===== src/rtl/ysyx_23060203_pkg.sv =====
// Shared decode definitions for the ysyx_23060203 IDU: opcode constants,
// immediate-format encoding and the decode result record.
package ysyx_23060203_pkg;

    localparam logic [6:0] OP_LOAD   = 7'b0000011;
    localparam logic [6:0] OP_IMM    = 7'b0010011;
    localparam logic [6:0] OP_JALR   = 7'b1100111;
    localparam logic [6:0] OP_SYSTEM = 7'b1110011;
    localparam logic [6:0] OP_STORE  = 7'b0100011;
    localparam logic [6:0] OP_BRANCH = 7'b1100011;
    localparam logic [6:0] OP_LUI    = 7'b0110111;
    localparam logic [6:0] OP_AUIPC  = 7'b0010111;
    localparam logic [6:0] OP_JAL    = 7'b1101111;
    localparam logic [6:0] OP_OP     = 7'b0110011;

    typedef enum logic [2:0] {
        FMT_R = 3'd0,
        FMT_I = 3'd1,
        FMT_S = 3'd2,
        FMT_B = 3'd3,
        FMT_U = 3'd4,
        FMT_J = 3'd5
    } fmt_e;

    typedef struct packed {
        logic [4:0]  rd;
        logic [31:0] imm;
        fmt_e        fmt;
        logic        illegal;
    } dec_t;

    function automatic logic opcode_known(input logic [6:0] op);
        logic known;
        case (op)
            OP_LOAD, OP_IMM, OP_JALR, OP_SYSTEM, OP_STORE,
            OP_BRANCH, OP_LUI, OP_AUIPC, OP_JAL, OP_OP: known = 1'b1;
            default:                                    known = 1'b0;
        endcase
        return known;
    endfunction

    // Returns {uses_rd, uses_rs1, uses_rs2} for a format.
    function automatic logic [2:0] reg_use(input fmt_e fmt);
        logic [2:0] use_bits;
        case (fmt)
            FMT_R:   use_bits = 3'b111;
            FMT_I:   use_bits = 3'b110;
            FMT_S:   use_bits = 3'b011;
            FMT_B:   use_bits = 3'b011;
            FMT_U:   use_bits = 3'b100;
            FMT_J:   use_bits = 3'b100;
            default: use_bits = 3'b000;
        endcase
        return use_bits;
    endfunction

endpackage


===== src/rtl/ysyx_23060203_idu_pipe_if.sv =====
// IFU->IDU->EXU handshake and registered decode-result bundle.
interface ysyx_23060203_idu_pipe_if #(
    parameter int XLEN = 32
);
    logic            in_valid;
    logic            in_ready;
    logic [31:0]     in_inst;
    logic [XLEN-1:0] in_pc;

    logic            out_valid;
    logic            out_ready;
    logic [XLEN-1:0] out_pc;
    logic [XLEN-1:0] out_src1;
    logic [XLEN-1:0] out_src2;
    logic [XLEN-1:0] out_imm;
    logic [4:0]      out_rd;
    logic [31:0]     out_inst;
    logic            out_illegal;
    logic [2:0]      out_fmt;

    modport slave (
        input  in_valid, in_inst, in_pc, out_ready,
        output in_ready, out_valid, out_pc, out_src1, out_src2, out_imm,
               out_rd, out_inst, out_illegal, out_fmt
    );

    modport master (
        output in_valid, in_inst, in_pc, out_ready,
        input  in_ready, out_valid, out_pc, out_src1, out_src2, out_imm,
               out_rd, out_inst, out_illegal, out_fmt
    );
endinterface


===== src/rtl/ysyx_23060203_immgen.sv =====
// Combinational RV32I immediate generator; unknown opcodes report FMT_R with a zero immediate.
module ysyx_23060203_immgen
    import ysyx_23060203_pkg::*;
(
    input  logic [31:0] inst,
    output logic [31:0] imm,
    output fmt_e        fmt
);

    // Opcode-driven format select and immediate assembly
    always_comb begin
        imm = 32'd0;
        fmt = FMT_R;
        case (inst[6:0])
            OP_LOAD, OP_IMM, OP_JALR, OP_SYSTEM: begin
                fmt = FMT_I;
                imm = {{20{inst[31]}}, inst[31:20]};
            end
            OP_STORE: begin
                fmt = FMT_S;
                imm = {{20{inst[31]}}, inst[31:25], inst[11:7]};
            end
            OP_BRANCH: begin
                fmt = FMT_B;
                imm = {{19{inst[31]}}, inst[31], inst[7], inst[30:25], inst[11:8], 1'b0};
            end
            OP_LUI, OP_AUIPC: begin
                fmt = FMT_U;
                imm = {inst[31:12], 12'd0};
            end
            OP_JAL: begin
                fmt = FMT_J;
                imm = {{11{inst[31]}}, inst[31], inst[19:12], inst[20], inst[30:21], 1'b0};
            end
            OP_OP: begin
                fmt = FMT_R;
                imm = 32'd0;
            end
            default: begin
                fmt = FMT_R;
                imm = 32'd0;
            end
        endcase
    end

endmodule


===== src/rtl/ysyx_23060203_idu_pipe.sv =====
// Decode stage: immediate/format decode, operand fetch with writeback forwarding,
// and a single-entry valid/ready pipeline register toward the EXU.
module ysyx_23060203_idu_pipe
    import ysyx_23060203_pkg::*;
#(
    parameter int XLEN   = 32,
    parameter int NR_REG = 16,
    parameter int RA_W   = $clog2(NR_REG)
) (
    input  logic                      clk,
    input  logic                      rst,
    ysyx_23060203_idu_pipe_if.slave   io,
    output logic [RA_W-1:0]           rf_raddr1,
    output logic [RA_W-1:0]           rf_raddr2,
    input  logic [XLEN-1:0]           rf_rdata1,
    input  logic [XLEN-1:0]           rf_rdata2,
    input  logic                      wb_en,
    input  logic [RA_W-1:0]           wb_addr,
    input  logic [XLEN-1:0]           wb_data,
    input  logic                      flush
);

    localparam logic RV32E = (NR_REG == 16) ? 1'b1 : 1'b0;

    logic [31:0]     imm_s;
    fmt_e            fmt_s;
    logic [2:0]      use_s;
    logic            bad_reg_s;
    dec_t            dec_s;
    logic [XLEN-1:0] src1_s;
    logic [XLEN-1:0] src2_s;
    logic            fire_s;

    logic            valid_r;
    logic [XLEN-1:0] pc_r;
    logic [XLEN-1:0] src1_r;
    logic [XLEN-1:0] src2_r;
    logic [XLEN-1:0] imm_r;
    logic [4:0]      rd_r;
    logic [31:0]     inst_r;
    logic            illegal_r;
    fmt_e            fmt_r;

    ysyx_23060203_immgen u_immgen (
        .inst (io.in_inst),
        .imm  (imm_s),
        .fmt  (fmt_s)
    );

    assign rf_raddr1   = io.in_inst[15 +: RA_W];
    assign rf_raddr2   = io.in_inst[20 +: RA_W];
    assign io.in_ready = !valid_r || io.out_ready;
    assign fire_s      = io.in_valid && io.in_ready;

    // Decode record; on RV32E any used register field with bit 4 set is illegal
    always_comb begin
        use_s       = reg_use(fmt_s);
        bad_reg_s   = RV32E && ((use_s[2] && io.in_inst[11]) ||
                                (use_s[1] && io.in_inst[19]) ||
                                (use_s[0] && io.in_inst[24]));
        dec_s.rd      = io.in_inst[11:7];
        dec_s.imm     = imm_s;
        dec_s.fmt     = fmt_s;
        dec_s.illegal = !opcode_known(io.in_inst[6:0]) || bad_reg_s;
    end

    // Operand 1: x0 reads zero, same-cycle writeback overrides the register file
    always_comb begin
        if (rf_raddr1 == {RA_W{1'b0}}) begin
            src1_s = {XLEN{1'b0}};
        end else if (wb_en && (wb_addr == rf_raddr1)) begin
            src1_s = wb_data;
        end else begin
            src1_s = rf_rdata1;
        end
    end

    // Operand 2: same forwarding rule as operand 1
    always_comb begin
        if (rf_raddr2 == {RA_W{1'b0}}) begin
            src2_s = {XLEN{1'b0}};
        end else if (wb_en && (wb_addr == rf_raddr2)) begin
            src2_s = wb_data;
        end else begin
            src2_s = rf_rdata2;
        end
    end

    // Pipeline register: flush beats an input fire; payload only moves on fire
    always_ff @(posedge clk or posedge rst) begin
        if (rst) begin
            valid_r   <= 1'b0;
            pc_r      <= {XLEN{1'b0}};
            src1_r    <= {XLEN{1'b0}};
            src2_r    <= {XLEN{1'b0}};
            imm_r     <= {XLEN{1'b0}};
            rd_r      <= 5'd0;
            inst_r    <= 32'd0;
            illegal_r <= 1'b0;
            fmt_r     <= FMT_R;
        end else if (flush) begin
            valid_r <= 1'b0;
        end else if (fire_s) begin
            valid_r   <= 1'b1;
            pc_r      <= io.in_pc;
            src1_r    <= src1_s;
            src2_r    <= src2_s;
            imm_r     <= XLEN'($signed(dec_s.imm));
            rd_r      <= dec_s.rd;
            inst_r    <= io.in_inst;
            illegal_r <= dec_s.illegal;
            fmt_r     <= dec_s.fmt;
        end else if (io.out_ready) begin
            valid_r <= 1'b0;
        end
    end

    assign io.out_valid   = valid_r;
    assign io.out_pc      = pc_r;
    assign io.out_src1    = src1_r;
    assign io.out_src2    = src2_r;
    assign io.out_imm     = imm_r;
    assign io.out_rd      = rd_r;
    assign io.out_inst    = inst_r;
    assign io.out_illegal = illegal_r;
    assign io.out_fmt     = fmt_r;

endmodule

===== src/flat_wrapper.sv =====
// flat-port wrapper written by rule: the top's interface ports become plain ports
module ysyx_23060203_idu_pipe_flat import ysyx_23060203_pkg::*;
#(
    parameter int XLEN   = 32,
    parameter int NR_REG = 16,
    parameter int RA_W   = $clog2(NR_REG)
)
  (clk, rst, rf_raddr1, rf_raddr2, rf_rdata1, rf_rdata2, wb_en, wb_addr, wb_data, flush, io_in_valid, io_in_inst, io_in_pc, io_out_ready, io_in_ready, io_out_valid, io_out_pc, io_out_src1, io_out_src2, io_out_imm, io_out_rd, io_out_inst, io_out_illegal, io_out_fmt);
  ysyx_23060203_idu_pipe_if #(.XLEN(XLEN)) io_i ();
  input  logic clk;
  input  logic rst;
  output logic [RA_W-1:0] rf_raddr1;
  output logic [RA_W-1:0] rf_raddr2;
  input  logic [XLEN-1:0] rf_rdata1;
  input  logic [XLEN-1:0] rf_rdata2;
  input  logic wb_en;
  input  logic [RA_W-1:0] wb_addr;
  input  logic [XLEN-1:0] wb_data;
  input  logic flush;
  input wire logic [$bits(io_i.in_valid)-1:0] io_in_valid;
  input wire logic [$bits(io_i.in_inst)-1:0] io_in_inst;
  input wire logic [$bits(io_i.in_pc)-1:0] io_in_pc;
  input wire logic [$bits(io_i.out_ready)-1:0] io_out_ready;
  output wire logic [$bits(io_i.in_ready)-1:0] io_in_ready;
  output wire logic [$bits(io_i.out_valid)-1:0] io_out_valid;
  output wire logic [$bits(io_i.out_pc)-1:0] io_out_pc;
  output wire logic [$bits(io_i.out_src1)-1:0] io_out_src1;
  output wire logic [$bits(io_i.out_src2)-1:0] io_out_src2;
  output wire logic [$bits(io_i.out_imm)-1:0] io_out_imm;
  output wire logic [$bits(io_i.out_rd)-1:0] io_out_rd;
  output wire logic [$bits(io_i.out_inst)-1:0] io_out_inst;
  output wire logic [$bits(io_i.out_illegal)-1:0] io_out_illegal;
  output wire logic [$bits(io_i.out_fmt)-1:0] io_out_fmt;
  assign io_i.in_valid = io_in_valid;
  assign io_i.in_inst = io_in_inst;
  assign io_i.in_pc = io_in_pc;
  assign io_i.out_ready = io_out_ready;
  assign io_in_ready = io_i.in_ready;
  assign io_out_valid = io_i.out_valid;
  assign io_out_pc = io_i.out_pc;
  assign io_out_src1 = io_i.out_src1;
  assign io_out_src2 = io_i.out_src2;
  assign io_out_imm = io_i.out_imm;
  assign io_out_rd = io_i.out_rd;
  assign io_out_inst = io_i.out_inst;
  assign io_out_illegal = io_i.out_illegal;
  assign io_out_fmt = io_i.out_fmt;
  ysyx_23060203_idu_pipe #(.XLEN(XLEN), .NR_REG(NR_REG), .RA_W(RA_W)) u_core (.clk(clk), .rst(rst), .io(io_i), .rf_raddr1(rf_raddr1), .rf_raddr2(rf_raddr2), .rf_rdata1(rf_rdata1), .rf_rdata2(rf_rdata2), .wb_en(wb_en), .wb_addr(wb_addr), .wb_data(wb_data), .flush(flush));
endmodule

===== config.mk =====
export PLATFORM = sky130hd
export DESIGN_NAME = ysyx_23060203_idu_pipe_flat
export DESIGN_NICKNAME = d
export VERILOG_FILES = /design/src/rtl/ysyx_23060203_pkg.sv /design/src/rtl/ysyx_23060203_idu_pipe_if.sv /design/src/rtl/ysyx_23060203_immgen.sv /design/src/rtl/ysyx_23060203_idu_pipe.sv /design/src/flat_wrapper.sv
export SDC_FILE = /design/constraint.sdc
export NUM_CORES = 1
export LEC_CHECK = 0
export BUFFER_PORTS_ARGS = -buffer_cell sky130_fd_sc_hd__buf_2
export CAP_MARGIN = 40
export CORE_MARGIN = 5
export CORE_UTILIZATION = 30
export DETAILED_ROUTE_END_ITERATION = 7
export GPL_ROUTABILITY_DRIVEN = 1
export PLACE_DENSITY = 0.66
export SLEW_MARGIN = 25
export SYNTH_ARGS = -nofsm -noshare
export SYNTH_HDL_FRONTEND = slang
export SYNTH_SLANG_ARGS = --single-unit

===== constraint.sdc =====
create_clock -name clk -period 4.9 [get_ports clk]
set_clock_uncertainty 0.2 [all_clocks]
set_input_delay 0.245 -clock clk [delete_from_list [all_inputs] [get_ports clk]]
set_output_delay 0.245 -clock clk [all_outputs]
set_load 0.005 [all_outputs]

==> results of run 1 <==
[per-stage QoR]
stage	area [sq um]	utilization, %	std cells	hold slack (ns)
3_3_place_gp	9510	38.0	1468	0.216
2_1_floorplan	7590	-	859	0.111
4_1_cts	12100	48.2	1695	0.00182
5_1_grt	12100	48.4	1699	0.0443
6_report	12100	48.4	1699	0.0293
3_5_place_dp	9540	38.1	1470	0.221
[power by group]
| part | switching [uW] | total, uW | internal [uW] |
|---|---|---|---|
| combinational | 445 | 923 | 478 |
| clock | 610 | 1380 | 770 |
| sequential | 109 | 1660 | 1550 |
[timing repair]
| action | 4_1_cts | 5_1_grt |
|---|---|---|
| hold buffers | 193 | 0 |
| hold endpoints to repair | 319 | 0 |
| resized for setup | 0 | 0 |
| buffers inserted | 0 | 0 |
[logic make-up (layout without fill, tap and decap cells)]
| family | count (synthesis) | count (layout) | synth area share [%] |
|---|---|---|---|
| and+or+nand+nor | 466 | 466 | 27.2 |
| buffers and inverters | 86 | 594 | 5.48 |
| other | 0 | 2 | 0 |
| DFF | 165 | 165 | 54.4 |
| xor gates and xnor gates | 8 | 8 | 0.924 |
| AOI/OAI and AO/OA | 134 | 134 | 11.9 |
[area by class of cell]
cell class              instances  area [sq um]  area share (%)
multi-input cells             608          3070            25.3
diodes                          2          5.00          0.0413
clock inverters                14           166            1.37
inverters                       4          18.8           0.155
well taps                     330           413            3.41
clock buffers                  18           429            3.54
flip-flops and latches        165          4130            34.1
repair buffers                558          3890            32.1
[layer usage]
layer	up-vias	GRT usage, %	wire length, um
met1	4054	26.0	12100
met3	101	4.55	2220
met2	423	32.9	14500
li1	3920	-	-
met5	-	0	0
met4	0	8.82	1180
[how the worst max path moves through the flow]
stage | to | slack [ns] | cells past startpoint | startpoint
after global placement | u_core.io.out_src2[31] | 2.19 | 7 | io_in_inst[22]
after CTS | u_core.io.out_src1[14] | 1.71 | 9 | io_in_inst[17]
after floorplan | u_core.io.out_fmt[0] | 2.36 | 1 | rst
after global routing | u_core.io.out_src1[13] | 1.58 | 9 | io_in_inst[17]
final | u_core.io.out_src1[7] | 1.69 | 9 | io_in_inst[17]
after detailed placement | u_core.io.out_imm[14] | 2.33 | 5 | flush
[layout by cell type, fill, tap and decap left out, types with 2 or more instances in the layout]
cell type / synthesis / routed
xnor2_1: 2 / 2
buf_2: 17 / 348
buf_4: 13 / 10
nor3_4: 1 / 2
buf_16: 0 / 2
and2_1: 4 / 4
inv_6: 0 / 4
bufinv_16: 0 / 2
nor4_1: 2 / 2
a211oi_1: 2 / 2
nor2_1: 22 / 22
and2b_2: 2 / 2
o21ai_0: 25 / 25
buf_12: 0 / 3
inv_8: 0 / 3
o211ai_1: 71 / 71
nand4_1: 64 / 64
o22ai_1: 4 / 4
diode_2: 0 / 2
xor2_1: 6 / 6
clkinv_4: 0 / 2
clkinvlp_4: 0 / 3
clkbuf_16: 0 / 17
dlygate4sd3_1: 0 / 193
nor3_2: 1 / 2
nand3_1: 9 / 9
nand2_1: 341 / 341
dfrtp_1: 165 / 165
inv_1: 4 / 3
nand4b_1: 4 / 4
a31oi_1: 2 / 2
nor2_4: 1 / 2
a21oi_1: 23 / 23
buf_8: 0 / 2
[state kept, by name, summed over array words and instances (netlist names)]
name                   cells
u_core.io.out_imm         32
u_core.io.out_inst        32
u_core.io.out_pc          32
u_core.io.out_src1        32
u_core.io.out_src2        32
u_core.io.out_fmt          3
u_core.io.out_illegal      1
u_core.io.out_valid        1
[critical path: stages]
cell	delay, ns
dlygate4sd3_1	0.53
buf_2	0.16
xor2_1	0.17
nor3_2	0.19
buf_4	0.38
and2_1	0.49
buf_4	0.38
o211ai_1	0.14
dlygate4sd3_1	0.59
==> metrics.md, run 1 <==
| Metric | Value |
|---|---|
| Status | finished, final reports clean |
| Worst EP required | 4.99 ns |
| Inserted Clock Buffers | 17 |
| Ys async rst share | 100% |
| Initial antenna violation count | 2 |
| Total power | 3960 uW |
| Clock root cell | clkbuf_16 |
| H-Tree Depth | 4 |
| PwrDens | 327 nW/um^2 |
| Hold crit path type | in2reg |
| LEAKAGE | 0.00597 uW |
| Vias in the first global route | 8466 |
| Layout cells sized above 1 | 30.3% |
| DRT Pass-1 Iters | 7 |
| Seq cells post-synth | 165 |
| R2R setup slack | 2.24 ns |
| DR vias | 8498 |
| Arrival time of the worst setup path | 3.30 ns |
| Final ANT Viol Nets | 0 |
| WS Path Type | in2reg |
| Synth Instances | 859 |
| Yosys top cell by area | dfrtp_1 |
| HPWL after DPL | 19700 um |
| IO buf count | 348 |
| Top-area cell type share of the netlist area | 54.4% |
| Clock-pin slew on the worst setup and hold paths | 0.08 ns |
| Area contributors post-synth | dfrtp_1 54%, nand2_1 17%, o211ai_1 7.0% |
| Clk buf depth | 2 |
| Worst hold path depth | 3 |
| Remaining Overflow, GRT | 0 |
| Mean area per synthesized cell | 8.83 sq um |
| Setup slack at placement | 2.33 ns |
| Largest net degree at the start of global routing | 166 |
| Post-synth top cells | 341 x nand2_1, 165 x dfrtp_1, 71 x o211ai_1 |
| Min cycle time layout | 3.21 ns |
| Die area | 28600 sq um |
| Top FF cell, synth | dfrtp_1 |
| Die Ht | 169 um |
| Clk sinks | 165 |
| CP Capture Type | flip-flop |
| Final Wtd Congestion | 0.944 |
| Starting Density | 30.3% |
| GRT Util Overall | 20.3% |
| Filler instances | 2348 |
| # Max-Cap Violations | 0 |
| Sequential area share after synthesis | 54.4% |
| R2R cell count | 6 |
| TNS Setup | 0 ns |
| DR vias/cell | 5.00 |
| Nets@finish | 1524 |
| Post-synth EDFFs | 0 |
| Slew @ Worst Pin | 0.914 ns |
| Area Growth Syn to Fin | 59.9% |
| Io pins | 349 |
| Final worst slack | 1.69 ns |
| Avg WL per Cell | 17.7 um |
| DR iter-0 viols | 864 |
| Setup-failing EPs final | 0 |
| RSZ-0062 raised after global routing | no |
| F_max | 312 MHz |
| Clock Latency Late Sink | 0.41 ns |
| Rel. slew slack | 39.1% |
| Worst hold start | io_in_inst[6] |
| Most frequent cell after synthesis | nand2_1 |
| Synth cell types | 46 |
| Worst R2R Start | u_core.io.out_valid |
| TritonCTS clock tree | done |
| Part of the cycle the worst path needs | 65.4% |
| Core area | 25000 sq um |
| Final WL | 30000 um |
| First-pass GRT wire length | 46500 um |
| Hold Vio Cnt, Final | 0 |
| Crit path max fanout | 33 |
| Fin. max-slew vios | 0 |
| Die Span X | 169 um |
| Std-Cell Rows | 58 |
| YS warnings | 0 |
| Worst setup SP type | input pin |
| Synthesized area | 7580 sq um |
| Hold Path End | u_core.io.out_inst[6] |
| RR Endpoint | u_core.io.out_src1[17] |
| Max rail drop VDD | 0.165 mV |
| DRC violations left | 0 |
| Syn Nets | 1029 |
Note: power is estimated with default switching activity, not from simulation.
==> run 2, diff against run 1 <==
--- a/config.mk
+++ b/config.mk
@@ -5,6 +5,7 @@
 export SDC_FILE = /design/constraint.sdc
 export NUM_CORES = 1
 export LEC_CHECK = 0
+export ABC_AREA = 1
 export BUFFER_PORTS_ARGS = -buffer_cell sky130_fd_sc_hd__buf_2
 export CAP_MARGIN = 40
 export CORE_MARGIN = 5
==> constraint.sdc (replaced) <==
create_clock -name clk -period 2.9 [get_ports clk]
set_clock_uncertainty 0.2 [all_clocks]
set_input_delay 0.145 -clock clk [delete_from_list [all_inputs] [get_ports clk]]
set_output_delay 0.145 -clock clk [all_outputs]
set_load 0.005 [all_outputs]
==> metrics.md, run 2 <==
| Metric | Value |
|---|---|
| Status | finished, final reports clean |
| Met2 Use GR | 31.3% |
| Core area | 25900 sq um |
| Cells after DPL | 1655 |
| Yosys top cell by area | dfrtp_1 |
| Area Growth Syn to Fin | 53.6% |
| Ys async rst share | 100% |
| Synth cell types | 35 |
| Setup slack at placement | 0.772 ns |
| Clock-pin slew on the worst setup and hold paths | 0.07 ns |
| DR vias | 8324 |
| Most frequent cell after synthesis | nand2_1 |
| DRC violations left | 0 |
| Die area | 29500 sq um |
| Initial antenna violation count | 2 |
| Post-CTS Resized | 0 |
| DRT Pass-1 Iters | 5 |
| F_max | 386 MHz |
| Hold_ws | 0.0884 ns |
| Finished Layout Cells | 1853 |
| Remaining Overflow, GRT | 0 |
| Worst EP required | 3.00 ns |
| Top-area cell type share of the netlist area | 52.6% |
| Mean area per synthesized cell | 7.68 sq um |
| Io pins | 349 |
| Hold Vio Cnt, Final | 0 |
| M3 GR Usage | 3.56% |
| Design area | 12100 sq um |
| Slew @ Worst Pin | 0.652 ns |
| Commonest cells after routing, fill and taps aside | 445 x nand2_1, 348 x buf_2, 165 x dfrtp_1, 164 x dlygate4sd3_1, 92 x inv_1 |
| Die Span X | 172 um |
| Final WL | 28100 um |
| Rel. slew slack | 56.6% |
| WS Path Type | in2reg |
| Avg WL per Cell | 15.2 um |
| First-pass GRT wire length | 43400 um |
| Hold crit path type | in2reg |
| CP Capture Type | flip-flop |
| Fin. max-slew vios | 0 |
| Post-CTS Setup Inserts | 0 |
| LEAKAGE | 0.00691 uW |
| Crit path max fanout | 45 |
| RR Endpoint | u_core.io.out_src2[19] |
| Final worst slack | 0.310 ns |
| R2R cell count | 9 |
| # Max-Cap Violations | 0 |
| Final ANT Viol Nets | 0 |
| Min cycle time layout | 2.59 ns |
| Top FF cell, synth | dfrtp_1 |
| Most common cell after layout, fill and taps aside | nand2_1 |
| Hold Path End | u_core.io.out_inst[23] |
| TritonCTS clock tree | done |
| CTS hold repair buffers | 164 |
| Vias in the first global route | 8359 |
| Post-synth EDFFs | 0 |
| Inserted Clock Buffers | 17 |
| Die Ht | 172 um |
| Placed Area | 9790 sq um |
| Largest net degree at the start of global routing | 99 |
| GRT Util Overall | 18.6% |
| Sequential area share after synthesis | 52.6% |
| Final Wtd Congestion | 0.856 |
| Post-synth top cells | 445 x nand2_1, 165 x dfrtp_1, 93 x inv_1 |
| Setup-failing EPs final | 0 |
| Max rail drop VDD | 0.262 mV |
| Worst setup SP type | input pin |
| R2R setup slack | 0.36 ns |
| M1 GR Usage | 22.8% |
| Clock Latency Late Sink | 0.42 ns |
| RSZ-0062 raised after global routing | no |
| Layout cells sized above 1 | 28.1% |
| H-Tree Depth | 4 |
| Arrival time of the worst setup path | 2.69 ns |
| Area contributors post-synth | dfrtp_1 53%, nand2_1 21%, o21ai_1 4.8% |
| Clock root cell | clkbuf_16 |
| Worst hold path depth | 3 |
| PwrDens | 542 nW/um^2 |
| Part of the cycle the worst path needs | 89.3% |
| YS warnings | 0 |
| Worst hold start | io_in_inst[23] |
| TNS Setup | 0 ns |
| Std-Cell Rows | 59 |
| Clk sinks | 165 |
| DR iter-0 viols | 476 |
| Syn Nets | 1192 |
| Starting Density | 30.3% |
| IO buf count | 348 |
| Clk buf depth | 2 |
| DR vias/cell | 4.49 |
| Worst R2R Start | u_core.io.out_valid |
| Synth Instances | 1022 |
| Nets@finish | 1673 |
| Seq cells post-synth | 165 |
| Synthesized area | 7850 sq um |
| HPWL after DPL | 19100 um |
| GR peak layer | met2 |
## run 2: cells by family after synthesis
group	after synthesis	synth area share, %
DFF	165	52.6
and+or+nand+nor	567	29.0
AOI/OAI and AO/OA	126	8.62
buffers and inverters	164	9.83
## run 2: metrics by stage
| step | total power [uW] | utilization, % |
|---|---|---|
| after floorplan | 3300 | - |
| after detailed placement | 3910 | 37.8 |
| final | 6530 | 46.6 |
| after global placement | 3880 | 37.7 |
| after CTS | 6610 | 46.5 |
| after global routing | 6890 | 46.5 |
## run 2: final cells by class
class	instances	area (sq um)
Fill cell	2501	13800
Sequential cell	165	4130
Timing Repair Buffer	523	3520
Multi-Input combinational cell	693	2980
Clock buffer	18	439
Tap cell	335	419
Inverter	103	395
Clock inverter	14	184
Antenna cell	2	5.00
## run 2: how the worst max path moves through the flow
stage | slack [ns] | depth (start not counted) | endpoint | start
after floorplan | 0.46 | 1 | u_core.io.out_fmt[0] | rst
after global placement | 0.60 | 6 | u_core.io.out_fmt[2] | u_core.io.out_valid
after detailed placement | 0.77 | 7 | u_core.io.out_inst[31] | u_core.io.out_valid
after CTS | 0.33 | 12 | u_core.io.out_src2[21] | io_in_inst[21]
after global routing | 0.12 | 11 | u_core.io.out_src2[6] | io_in_inst[22]
final | 0.31 | 12 | u_core.io.out_src2[21] | io_in_inst[21]
## run 2: routing by layer
metal	vias to the layer above	wire, um
met4	2	1100
met1	3866	11300
met3	71	1720
met5	-	7
li1	4065	-
met2	320	14000
## run 2: critical path, cell delays in order
cell and delay [ns]:
dlygate4sd3_1 0.53, buf_2 0.14, inv_2 0.18, nand2_1 0.07, o21ai_1 0.07, a21oi_1 0.06, nand3_2 0.19, buf_4 0.46
nand2_1 0.11, nand2_1 0.08, o21ai_1 0.06, dlygate4sd3_1 0.56
## run 2: where the power goes
group          internal (uW)  switching [uW]
registers               2590             165
logic                    685             669
clock network           1340            1080
